--- src/rtl/cpu_mc_pkg.sv ---
// rtl/cpu_mc_pkg.sv - encodings, states and field positions for the multi-cycle load/store core
package cpu_mc_pkg;

   typedef enum logic [2:0] {
      S_FETCH, S_DECODE, S_EXECUTE, S_MEM, S_WB, S_HALT
   } state_t;

   localparam logic [3:0] OP_HALT = 4'd0;
   localparam logic [3:0] OP_LOAD = 4'd1;
   localparam logic [3:0] OP_JUMP = 4'd3;
   localparam logic [3:0] OP_ADD  = 4'd4;
   localparam logic [3:0] OP_SUB  = 4'd5;
   localparam logic [3:0] OP_STR  = 4'd7;

   localparam logic [3:0] CC_AL = 4'd0;
   localparam logic [3:0] CC_Z  = 4'd1;
   localparam logic [3:0] CC_NZ = 4'd2;
   localparam logic [3:0] CC_C  = 4'd3;
   localparam logic [3:0] CC_N  = 4'd4;

   localparam int OP_HI   = 31;
   localparam int OP_LO   = 28;
   localparam int MODE_HI = 27;
   localparam int MODE_LO = 24;
   localparam int RD_HI   = 23;
   localparam int RD_LO   = 20;
   localparam int RS_HI   = 19;
   localparam int RS_LO   = 16;
   localparam int IMM_HI  = 15;

   localparam int MODE_MEM   = 27;
   localparam int MODE_REG   = 26;
   localparam int MODE_UPPER = 25;
   localparam int LINK_BIT   = 19;

   localparam int FLAG_Z = 0;
   localparam int FLAG_N = 1;
   localparam int FLAG_C = 2;
   localparam int FLAG_V = 3;

endpackage

--- src/rtl/cpu_mc_alu.sv ---
// rtl/cpu_mc_alu.sv - add/subtract with {V,C,N,Z}; C is not-borrow on subtract
module cpu_mc_alu
   import cpu_mc_pkg::*;
#(
   parameter int DATA_W = 32
) (
   input  logic [DATA_W-1:0] a_i,
   input  logic [DATA_W-1:0] b_i,
   input  logic              sub_i,
   output logic [DATA_W-1:0] y_o,
   output logic [3:0]        flags_o
);

   logic [DATA_W-1:0] b_eff;
   logic              carry;

   always_comb begin
      b_eff = sub_i ? ~b_i : b_i;
      {carry, y_o} = {1'b0, a_i} + {1'b0, b_eff} + {{DATA_W{1'b0}}, sub_i};
      flags_o         = '0;
      flags_o[FLAG_Z] = (y_o == '0);
      flags_o[FLAG_N] = y_o[DATA_W-1];
      flags_o[FLAG_C] = carry;
      flags_o[FLAG_V] = (a_i[DATA_W-1] == b_eff[DATA_W-1]) && (y_o[DATA_W-1] != a_i[DATA_W-1]);
   end

endmodule

--- src/rtl/cpu_mc_core.sv ---
// rtl/cpu_mc_core.sv - multi-cycle load/store CPU with valid/ready memory port
// Undefined opcodes trap when CPU_MC_TRAP_EN is defined, otherwise they are NOPs.
module cpu_mc_core
   import cpu_mc_pkg::*;
#(
   parameter int                DATA_W   = 32,
   parameter int                ADDR_W   = 32,
   parameter logic [DATA_W-1:0] RESET_PC = 32'hB000_0000
) (
   input  logic              clk,
   input  logic              reset,
   output logic              mem_req,
   output logic              mem_we,
   output logic [ADDR_W-1:0] mem_addr,
   output logic [DATA_W-1:0] mem_wdata,
   input  logic [DATA_W-1:0] mem_rdata,
   input  logic              mem_ready,
   output logic              halted,
   output logic [3:0]        flags
);

   localparam logic [ADDR_W-1:0] ALIGN_MASK = ~ADDR_W'(3);

   state_t            state_q, state_d;
   logic [31:0]       ir_q, ir_d;
   logic [DATA_W-1:0] rdv_q, rdv_d, rsv_q, rsv_d, res_q, res_d;
   logic [3:0]        fpend_q, fpend_d, flags_q, flags_d;
   logic              take_q, take_d, trap_q, trap_d;
   logic              req_q, req_d, we_q, we_d;
   logic [ADDR_W-1:0] addr_q, addr_d;
   logic [DATA_W-1:0] wdata_q, wdata_d;
   logic [DATA_W-1:0] regs_q [16];

   logic              pc_inc, wr_en, lnk_en;
   logic [3:0]        wr_idx, lnk_idx;
   logic [DATA_W-1:0] wr_data, lnk_data, pc_next;

   logic [3:0]        op;
   logic [DATA_W-1:0] imm_z, imm_s, ea, alu_b, alu_y;
   logic [3:0]        alu_flags;

   assign op    = ir_q[OP_HI:OP_LO];
   assign imm_z = {{(DATA_W-16){1'b0}}, ir_q[IMM_HI:0]};
   assign imm_s = {{(DATA_W-16){ir_q[IMM_HI]}}, ir_q[IMM_HI:0]};
   assign ea    = rsv_q + imm_s;
   assign alu_b = ir_q[MODE_REG] ? rsv_q : imm_s;

   cpu_mc_alu #(.DATA_W(DATA_W)) u_alu (
      .a_i     (rdv_q),
      .b_i     (alu_b),
      .sub_i   (op == OP_SUB),
      .y_o     (alu_y),
      .flags_o (alu_flags)
   );

   always_comb begin
      state_d  = state_q;  ir_d    = ir_q;    rdv_d   = rdv_q;  rsv_d  = rsv_q;
      res_d    = res_q;    fpend_d = fpend_q; take_d  = take_q; flags_d = flags_q;
      trap_d   = trap_q;   req_d   = req_q;   we_d    = we_q;   addr_d = addr_q;
      wdata_d  = wdata_q;
      pc_inc   = 1'b0;
      wr_en    = 1'b0;
      wr_idx   = ir_q[RD_HI:RD_LO];
      wr_data  = res_q;
      lnk_en   = 1'b0;
      lnk_idx  = {1'b1, ir_q[RS_HI-1:RS_LO]};
      lnk_data = regs_q[0];
      pc_next  = regs_q[0];
      case (state_q)
         S_FETCH: begin
            // First cycle after reset has no request yet; WB normally issues it.
            if (!req_q) begin
               req_d  = 1'b1;
               we_d   = 1'b0;
               addr_d = regs_q[0][ADDR_W-1:0] & ALIGN_MASK;
            end else if (mem_ready) begin
               ir_d    = mem_rdata[31:0];
               pc_inc  = 1'b1;
               req_d   = 1'b0;
               state_d = S_DECODE;
            end
         end
         S_DECODE: begin
            rdv_d   = regs_q[ir_q[RD_HI:RD_LO]];
            rsv_d   = regs_q[ir_q[RS_HI:RS_LO]];
            state_d = (op == OP_HALT) ? S_HALT : S_EXECUTE;
         end
         S_EXECUTE: begin
            state_d = S_WB;
            case (op)
               OP_LOAD: begin
                  if (ir_q[MODE_MEM]) begin
                     req_d   = 1'b1;
                     we_d    = 1'b0;
                     addr_d  = ea[ADDR_W-1:0] & ALIGN_MASK;
                     state_d = S_MEM;
                  end else if (ir_q[MODE_REG]) begin
                     res_d = rsv_q;
                  end else if (ir_q[MODE_UPPER]) begin
                     res_d        = rdv_q;
                     res_d[31:16] = ir_q[IMM_HI:0];
                  end else begin
                     res_d = imm_z;
                  end
               end
               OP_STR: begin
                  req_d   = 1'b1;
                  we_d    = 1'b1;
                  addr_d  = ea[ADDR_W-1:0] & ALIGN_MASK;
                  wdata_d = rdv_q;
                  state_d = S_MEM;
               end
               OP_ADD, OP_SUB: begin
                  res_d   = alu_y;
                  fpend_d = alu_flags;
               end
               OP_JUMP: begin
                  res_d = rdv_q + imm_s;
                  case (ir_q[MODE_HI:MODE_LO])
                     CC_AL:   take_d = 1'b1;
                     CC_Z:    take_d = flags_q[FLAG_Z];
                     CC_NZ:   take_d = !flags_q[FLAG_Z];
                     CC_C:    take_d = flags_q[FLAG_C];
                     CC_N:    take_d = flags_q[FLAG_N];
                     default: take_d = 1'b0;
                  endcase
               end
               default: ;
            endcase
         end
         S_MEM: begin
            if (mem_ready) begin
               if (!we_q) res_d = mem_rdata;
               req_d   = 1'b0;
               we_d    = 1'b0;
               state_d = S_WB;
            end
         end
         S_WB: begin
            case (op)
               OP_LOAD: wr_en = 1'b1;
               OP_ADD, OP_SUB: begin
                  wr_en   = 1'b1;
                  flags_d = fpend_q;
                  trap_d  = 1'b0;
               end
               OP_JUMP: begin
                  // Link lands in r8..r15, so it never collides with the r0 write.
                  wr_en  = take_q;
                  wr_idx = 4'd0;
                  lnk_en = take_q && ir_q[LINK_BIT];
               end
               OP_STR: ;
               default: begin
`ifdef CPU_MC_TRAP_EN
                  wr_en   = 1'b1;
                  wr_idx  = 4'd0;
                  wr_data = RESET_PC + DATA_W'(8);
                  lnk_en  = 1'b1;
                  lnk_idx = 4'd15;
                  trap_d  = 1'b1;
`else
                  wr_en   = 1'b0;
`endif
               end
            endcase
            if (wr_en && wr_idx == 4'd0) pc_next = wr_data;
            req_d   = 1'b1;
            we_d    = 1'b0;
            addr_d  = pc_next[ADDR_W-1:0] & ALIGN_MASK;
            state_d = S_FETCH;
         end
         S_HALT: ;
         default: state_d = S_FETCH;
      endcase
   end

   always_ff @(posedge clk) begin
      if (!reset) begin
         state_q <= S_FETCH;  ir_q    <= '0;  rdv_q   <= '0;  rsv_q  <= '0;
         res_q   <= '0;       fpend_q <= '0;  take_q  <= 1'b0; flags_q <= '0;
         trap_q  <= 1'b0;     req_q   <= 1'b0; we_q   <= 1'b0; addr_q <= '0;
         wdata_q <= '0;
      end else begin
         state_q <= state_d;  ir_q    <= ir_d;    rdv_q  <= rdv_d;  rsv_q   <= rsv_d;
         res_q   <= res_d;    fpend_q <= fpend_d; take_q <= take_d; flags_q <= flags_d;
         trap_q  <= trap_d;   req_q   <= req_d;   we_q   <= we_d;   addr_q  <= addr_d;
         wdata_q <= wdata_d;
      end
   end

   always_ff @(posedge clk) begin
      if (!reset) begin
         for (int i = 0; i < 16; i++) regs_q[i] <= (i == 0) ? RESET_PC : '0;
      end else begin
         if (pc_inc) regs_q[0] <= regs_q[0] + DATA_W'(4);
         if (wr_en)  regs_q[wr_idx] <= wr_data;
         if (lnk_en) regs_q[lnk_idx] <= lnk_data;
      end
   end

   assign mem_req   = req_q;
   assign mem_we    = we_q;
   assign mem_addr  = addr_q;
   assign mem_wdata = wdata_q;
   assign halted    = (state_q == S_HALT);
   assign flags     = {flags_q[FLAG_V] | trap_q, flags_q[FLAG_C:FLAG_Z]};

endmodule

--- config.mk ---
export PLATFORM = sky130hd
export DESIGN_NAME = cpu_mc_core
export DESIGN_NICKNAME = d
export VERILOG_FILES = /design/src/rtl/cpu_mc_pkg.sv /design/src/rtl/cpu_mc_alu.sv /design/src/rtl/cpu_mc_core.sv
export SDC_FILE = /design/constraint.sdc
export NUM_CORES = 2
export LEC_CHECK = 0
export CAP_MARGIN = 20
export CORE_ASPECT_RATIO = 0.6
export CORE_UTILIZATION = 35
export DETAILED_ROUTE_END_ITERATION = 16
export GPL_TIMING_DRIVEN = 1
export SYNTH_ARGS = -nofsm -noshare
export SYNTH_HDL_FRONTEND = slang
export SYNTH_SLANG_ARGS = --single-unit
--- constraint.sdc ---
create_clock -name clk -period 5.7 [get_ports clk]
set_input_delay 1.425 -clock clk [delete_from_list [all_inputs] [get_ports clk]]
set_output_delay 1.425 -clock clk [all_outputs]
set_load 0.05 [all_outputs]
# Yosys cells after proc, flatten, opt, wreduce, memory -nomap -nowiden
# Memories as Yosys holds them, arrays and structs flattened. A register that Yosys moved wholly into a read port is not among the register bits.
# Cells that the tools add are included.
[word_totals] ff_bits=142 ram_bits=512 in_bits=35 output_inout_bits=71 elab_cells=132 n_memories=1
[mem_list] memory="regs_q" depth=16 word_bits=32 rd=3 rd_ports_with_merged_regs=2 wr=16 line_no="cpu_mc_core.sv:32" source="logic [DATA_W-1:0] regs_q [16];"
[classes] add_sub_neg=5 eq_ne=25 mux=60 bitwise=3 reduce_logical=28
[op_table] op="2-to-1 mux 32 bit" count=13
[op_table] op="one-hot mux 32 bit (3 select lines)" count=2
[op_table] op="one-hot mux 32 bit (2 select lines)" count=2
[op_table] op="adder 32 bit" count=2
[op_table] op="OR reduction 32 bit" count=2
[op_table] op="adder 32 x 32 -> 33 bit" count=1
[op_table] op="adder 33 x 1 -> 33 bit" count=1
[op_table] op="adder 32 x 3 -> 32 bit, second input constant" count=1
[op_table] op="zero test 32 bit" count=1
[op_table] op="inverter 32 bit" count=1
[op_table] op="2-to-1 mux 1 bit" count=25
[op_table] op="2-to-1 mux 4 bit" count=5
[op_table] op="== test 4 x 3 -> 1 bit, second input constant" count=4
[op_table] op="2-to-1 mux 3 bit" count=5
[op_table] op="one-hot mux 3 bit (5 select lines)" count=1
[op_table] op="== test 4 x 2 -> 1 bit, second input constant" count=3
[op_table] op="zero test 4 bit" count=3
[op_table] op="AND reduction 4 bit" count=3
[op_table] op="!= test 2 bit, second input constant" count=5
[op_table] op="AND reduction 5 bit" count=2
[op_table] op="== test 4 x 1 -> 1 bit, second input constant" count=2
[op_table] op="one-hot mux 1 bit (4 select lines)" count=2
[op_table] op="AND reduction 2 bit" count=4
[op_table] op="== test 3 x 2 -> 1 bit, second input constant" count=2
[op_table] op="21 further kinds" count=29

# Logic depth before layout (Yosys ltp)
[depth] depth_word=10 depth_mapped=17

# By module
# A second synthesis with hierarchy kept.
[unflattened] cells_unflattened=3821 hier_area_um2=43157.6
[by_module_without_submodules] module="cpu_mc_core" instances=1 cells_per_inst=3445 area_per_inst_um2=40476.3 seq_area_each_um2=19458.7
[by_module_without_submodules] module="cpu_mc_alu" instances=1 cells_per_inst=376 area_per_inst_um2=2681.3 seq_area_each_um2=0.0

# Worst setup path before layout
# No wires, ideal clock.
[synth_timing] path_kind="input -> register" from="input reset" to="memory regs_q[7][0], enable pin" setup_ns=0.466 arrival_ns=4.656 t_required_ns=5.234 path_slack_ns=0.579 cell_stages=4 path_buffers=0 cell_sequence="clkinv_1 -> nor4_1 -> nand4_1 -> o21ai_0"
[synth_rtl] item="start, declared" line_no="cpu_mc_core.sv:11" source="input logic reset,"
[synth_rtl] item="end, declared" line_no="cpu_mc_core.sv:32"

# Final worst setup path
[layout_timing] from="register ir_q[30]" to="register fpend_q[0]"
[layout_between] elab_chain_len=5 word_cells_on_any_way=8 cone_classes="2 x add/sub; 2 x eq/ne; 1 x mux; 3 x reduce/logical"
[layout_lines] item="start, declared" line_no="cpu_mc_core.sv:25" source="logic [31:0] ir_q, ir_d;"
[layout_lines] item="start signal, assigned" line_no="cpu_mc_core.sv:185" source="state_q <= state_d; ir_q <= ir_d; rdv_q <= rdv_d; rsv_q <= rsv_d;"
[layout_lines] item="== test 4 x 3 -> 1 bit" line_no="cpu_mc_core.sv:51, cpu_mc_core.sv:90"
[layout_lines] item="2-to-1 mux 32 bit" line_no="cpu_mc_alu.sv:18" source="b_eff = sub_i ? ~b_i : b_i;"
[layout_lines] item="adder 32 x 32 -> 33 bit" line_no="cpu_mc_alu.sv:19" source="{carry, y_o} = {1'b0, a_i} + {1'b0, b_eff} + {{DATA_W{1'b0}}, sub_i};"
[layout_lines] item="adder 33 x 1 -> 33 bit" line_no="cpu_mc_alu.sv:19"
[layout_lines] item="zero test 32 bit" line_no="cpu_mc_alu.sv:21" source="flags_o[FLAG_Z] = (y_o == '0);"
[layout_lines] item="end signal, assigned" line_no="cpu_mc_core.sv:186" source="res_q <= res_d; fpend_q <= fpend_d; take_q <= take_d; flags_q <= flags_d;"
[layout_lines] item="end, declared" line_no="cpu_mc_core.sv:27" source="logic [3:0] fpend_q, fpend_d, flags_q, flags_d;"
# Parallel ways exist; a longest one is shown, timed or not.
# A chain may end at the register's enable or synchronous reset.

==> summary.md <==
| Metric | Value |
|---|---|
| Outcome | finished clean |
| Largest family of logic cells by synthesized area | multiplexers |
| Top FF cell, synth | edfxtp_1 |
| Cell at the root of the clock tree | clkbuf_16 |
| Comb pwr share | 18.6% |
| DIE AREA | approximately 120000 um2 |
| Post-cts resize count | 0 |
| CTS Hold Bufs | 0 |
| P_int | 0.00914 W |
| DRT antenna net count | 0 |
| Fin util | ~40% |
| Worst-Margin Slew | ~1200 ps |
| Remaining global-route overflow | 0 |
| Max Cap Viol | 0 |
| Multi-input logic area | 21700 um2 |
| Mux contribution to synthesized area | around 18% |
| Max Slew Vio Count | 0 |
| Vias in the first global route | between 30000 and 40000 |
| CP max FO | 32 |
| Final clock period utilization by the worst path | between 80% and 90% |
| Area Growth Syn to Fin | 12.4% |
| CP arrival | ~5300 ps |
| Row count | approximately 100 |
| CTS tree | built |
| Boundary pin count | 106 |
| Die Width | 451 um |
| Startpoint types | flip-flop |
| Max Clock Freq | approximately 0.21 GHz |
| Vias | 33800 |
| Clock Skew | 36.3 ps |
| Unique masters post-synth | 85 |
| Via density | roughly 6.5 |
| Clock-pin slew on the worst setup and hold paths | around 70 ps |
| RSZ-0062 raised after global routing | false |
| First-pass GRT wire length | ~240000 um |
| Drc violations | 0 |
| Iteration-0 DRC Markers | ~5600 |
| Largest net degree at the start of global routing | 86 |
| Initial antenna violation count | 11 |
| Buf/Inv on CP | 1 |
| Avg Cell Area, Syn | 11.6 um2 |
| Post-synth EDFFs | around 510 |
| Clock Latency Late Sink | slightly below 700 ps |
| Routed length per instance | 32.3 um |
| LEAKAGE | 16.2 nW |
| Clk buf depth | 3 |
| CP peak stage delay | 570 ps |
| H-tree Lvls | 3 |
| Setup violators final | 0 |
| Setup TNS | 0 ps |
| Die height | roughly 270 um |
| Synth Register Bits | 716 |
| Synth async-reset ratio | 0% |
| Crit path max-delay cell type | a221oi_1 |
| Fill cells | 11300 |
| Slew HR | ~20% |
| Synth Area in Compound Gates | 15.7% |
| Cts bufs inserted | 68 |
| VDD IR max | between 0.2 and 0.25 mV |
| Total GRT Usage | a little over a quarter |
| Seq. cell area | 19500 um2 |
| Cell Pwr Density | around 280 nW/um2 |
| Top cell type's share of synthesized area | 36.3% |
| CP cell instances | nor4bb_4 > buf_12 > xnor2_1 > ha_1 > a21oi_1 > nor3b_1 > a211o_1 > o2111ai_1 > a221oi_1 > xor2_1 > o2111ai_1 > and4bb_1 > nand4_1 > nand2_1 |
| Net Switching | between 0.004 and 0.005 W |
| Leading area contributor after synthesis | edfxtp_1 |
| Most common library cells after synthesis | 512 x edfxtp_1, 394 x nand2_1, 320 x mux4_2 |
| WS Path Type | flip-flop to flip-flop |
| Worst path required time | between 6000 and 7000 ps |
| Final Critical Period | around 4700 ps |
| Total Routed Length | roughly 170000 um |
| Hold slack final | ~460 ps |
| Placer Congestion | roughly 1 |
| Most used cell, CP | o2111ai_1 |
| DRT Pass-1 Iters | 6 |
| Clock share of power | between 30% and 40% |
| Port Buffers | 103 |
| Switching Share | a little under a third |
| Synth Warn # | 0 |
| Cells after Synth | 3647 |
| Hold/Removal Path Class | flip-flop to flip-flop |
| Starting Density | between 30% and 40% |
| Mapped cell area | about 42000 um2 |
| Final hold vios | 0 |
| Overall power | 0.0132 W |
| Seq pwr share | roughly 47% |
| Proportion of layout cells with a drive suffix above 1 | 17.2% |
| Critical path's top delay family | compound AO/OA/AOI/OAI gates |
| Count leader, synth | edfxtp_1 |
| XOR/XNOR Fraction of Synth Area | about 2.6% |
| Synth area leaders | edfxtp_1 36%, mux4_2 17%, dfxtp_1 9.7% |
| Core footprint | ~120000 um2 |
| Post-CTS Repair Setup Buffers | 0 |
| DP HPWL | around 120000 um |
| Crit. End Element | flip-flop |
| Register area share after synthesis | 46.0% |
| Synth Area in Adders | ~2.9% |
| Final nets | ~3700 |
| Simple logic cell fraction of the synthesized area | around 12% |
| Clk sink count | between 700 and 800 |
[power groups by stage]
stage / logic [W] / registers, W / clock network (W)
final: 0.00246 / 0.00617 / 0.00457
after floorplan: 0.00144 / 0.00621 / 0
after detailed placement: 0.00239 / 0.00626 / 0
after global placement: 0.00239 / 0.00625 / 0
after global routing: 0.00255 / 0.00618 / 0.00477
after CTS: 0.00240 / 0.00615 / 0.00459
[worst register-to-register path, delay by kind of cell (launching register included)]
| kind | cells | cell delay [ps] |
|---|---|---|
| compound gates | 5 | 1620 |
| xor+xnor | 2 | 470 |
| buf+inv | 1 | 280 |
| simple gates | 5 | 1370 |
| flops | 1 | 510 |
| fa+ha+maj | 1 | 360 |
[logic make-up after synthesis]
kind of cell             after synthesis
AO/OA/AOI/OAI                        964
XOR/XNOR                             124
adder cells (fa/ha/maj)               98
buffers and inverters                396
flip-flops                           716
multiplexers                         350
other                                  1
AND/OR/NAND/NOR                      998
[through the flow]
| stage | setup WS [ps] | cells | instance area, um2 |
|---|---|---|---|
| floorplan | 579 | 3648 | 42300 |
| global placement | 1160 | 5110 | 45500 |
| detailed placement | 1230 | 5110 | 45500 |
| CTS | 1180 | 5227 | 47500 |
| global route | 755 | 5227 | 47500 |
| finish | 1010 | 5233 | 47600 |
[sequential cells by signal, summed over array words and instances, names as in the netlist]
name and flops:
ir_q 32, rsv_q 32, mem_req 1, mem_we 1, rdv_q 32, state_q 3, flags_q 4, fpend_q 4
mem_addr 30, res_q 32, take_q 1, regs_q 512, mem_wdata 32
[metal layers]
metal / routed length [um] / track usage, % / vias up
li1: - / - / 13900
met1: 77800 / 43.7 / 17200
met2: 62000 / 32.9 / 2457
met3: 25400 / 9.40 / 211
met4: 3760 / 6.51 / 5
met5: 75 / 0.305 / -
[final cells by class]
cell class / count / share of cell area, %
Sequential cell: 716 / 41.0
Tap cell: 1600 / 4.21
Multi-Input combinational cell: 2536 / 45.6
Clock inverter: 32 / 0.550
Inverter: 25 / 0.208
Timing Repair Buffer: 233 / 4.66
Antenna cell: 6 / 0.0316
Clock buffer: 85 / 3.80
[cell usage in the layout (no fill, tap or decap), types with 39 or more instances in the layout]
cell,Yosys,routed
buf_4,2,113
nor2_1,139,117
nand2_1,394,394
dfxtp_1,204,194
ha_1,96,96
and2_1,235,235
nor3_1,45,39
a22o_1,264,264
clkdlybuf4s50_1,0,102
nand3_1,52,51
xnor2_1,76,76
a21oi_1,295,294
o21ai_0,127,121
edfxtp_1,512,512
mux4_2,320,320
clkbuf_16,0,70
a21o_1,45,45
xor2_1,48,48
[final timing paths]
| path | start | to | slack, ps | depth (start not counted) |
|---|---|---|---|---|
| max | ir_q[30] | fpend_q[0] | 1010 | 14 |
| min | mem_wdata[21] | mem_wdata[21] | 460 | 2 |
| max reg2reg | ir_q[30] | fpend_q[0] | 1010 | 14 |
| min reg2reg | mem_wdata[21] | mem_wdata[21] | 460 | 2 |
No activity file was read; power rests on OpenSTA's default activity.
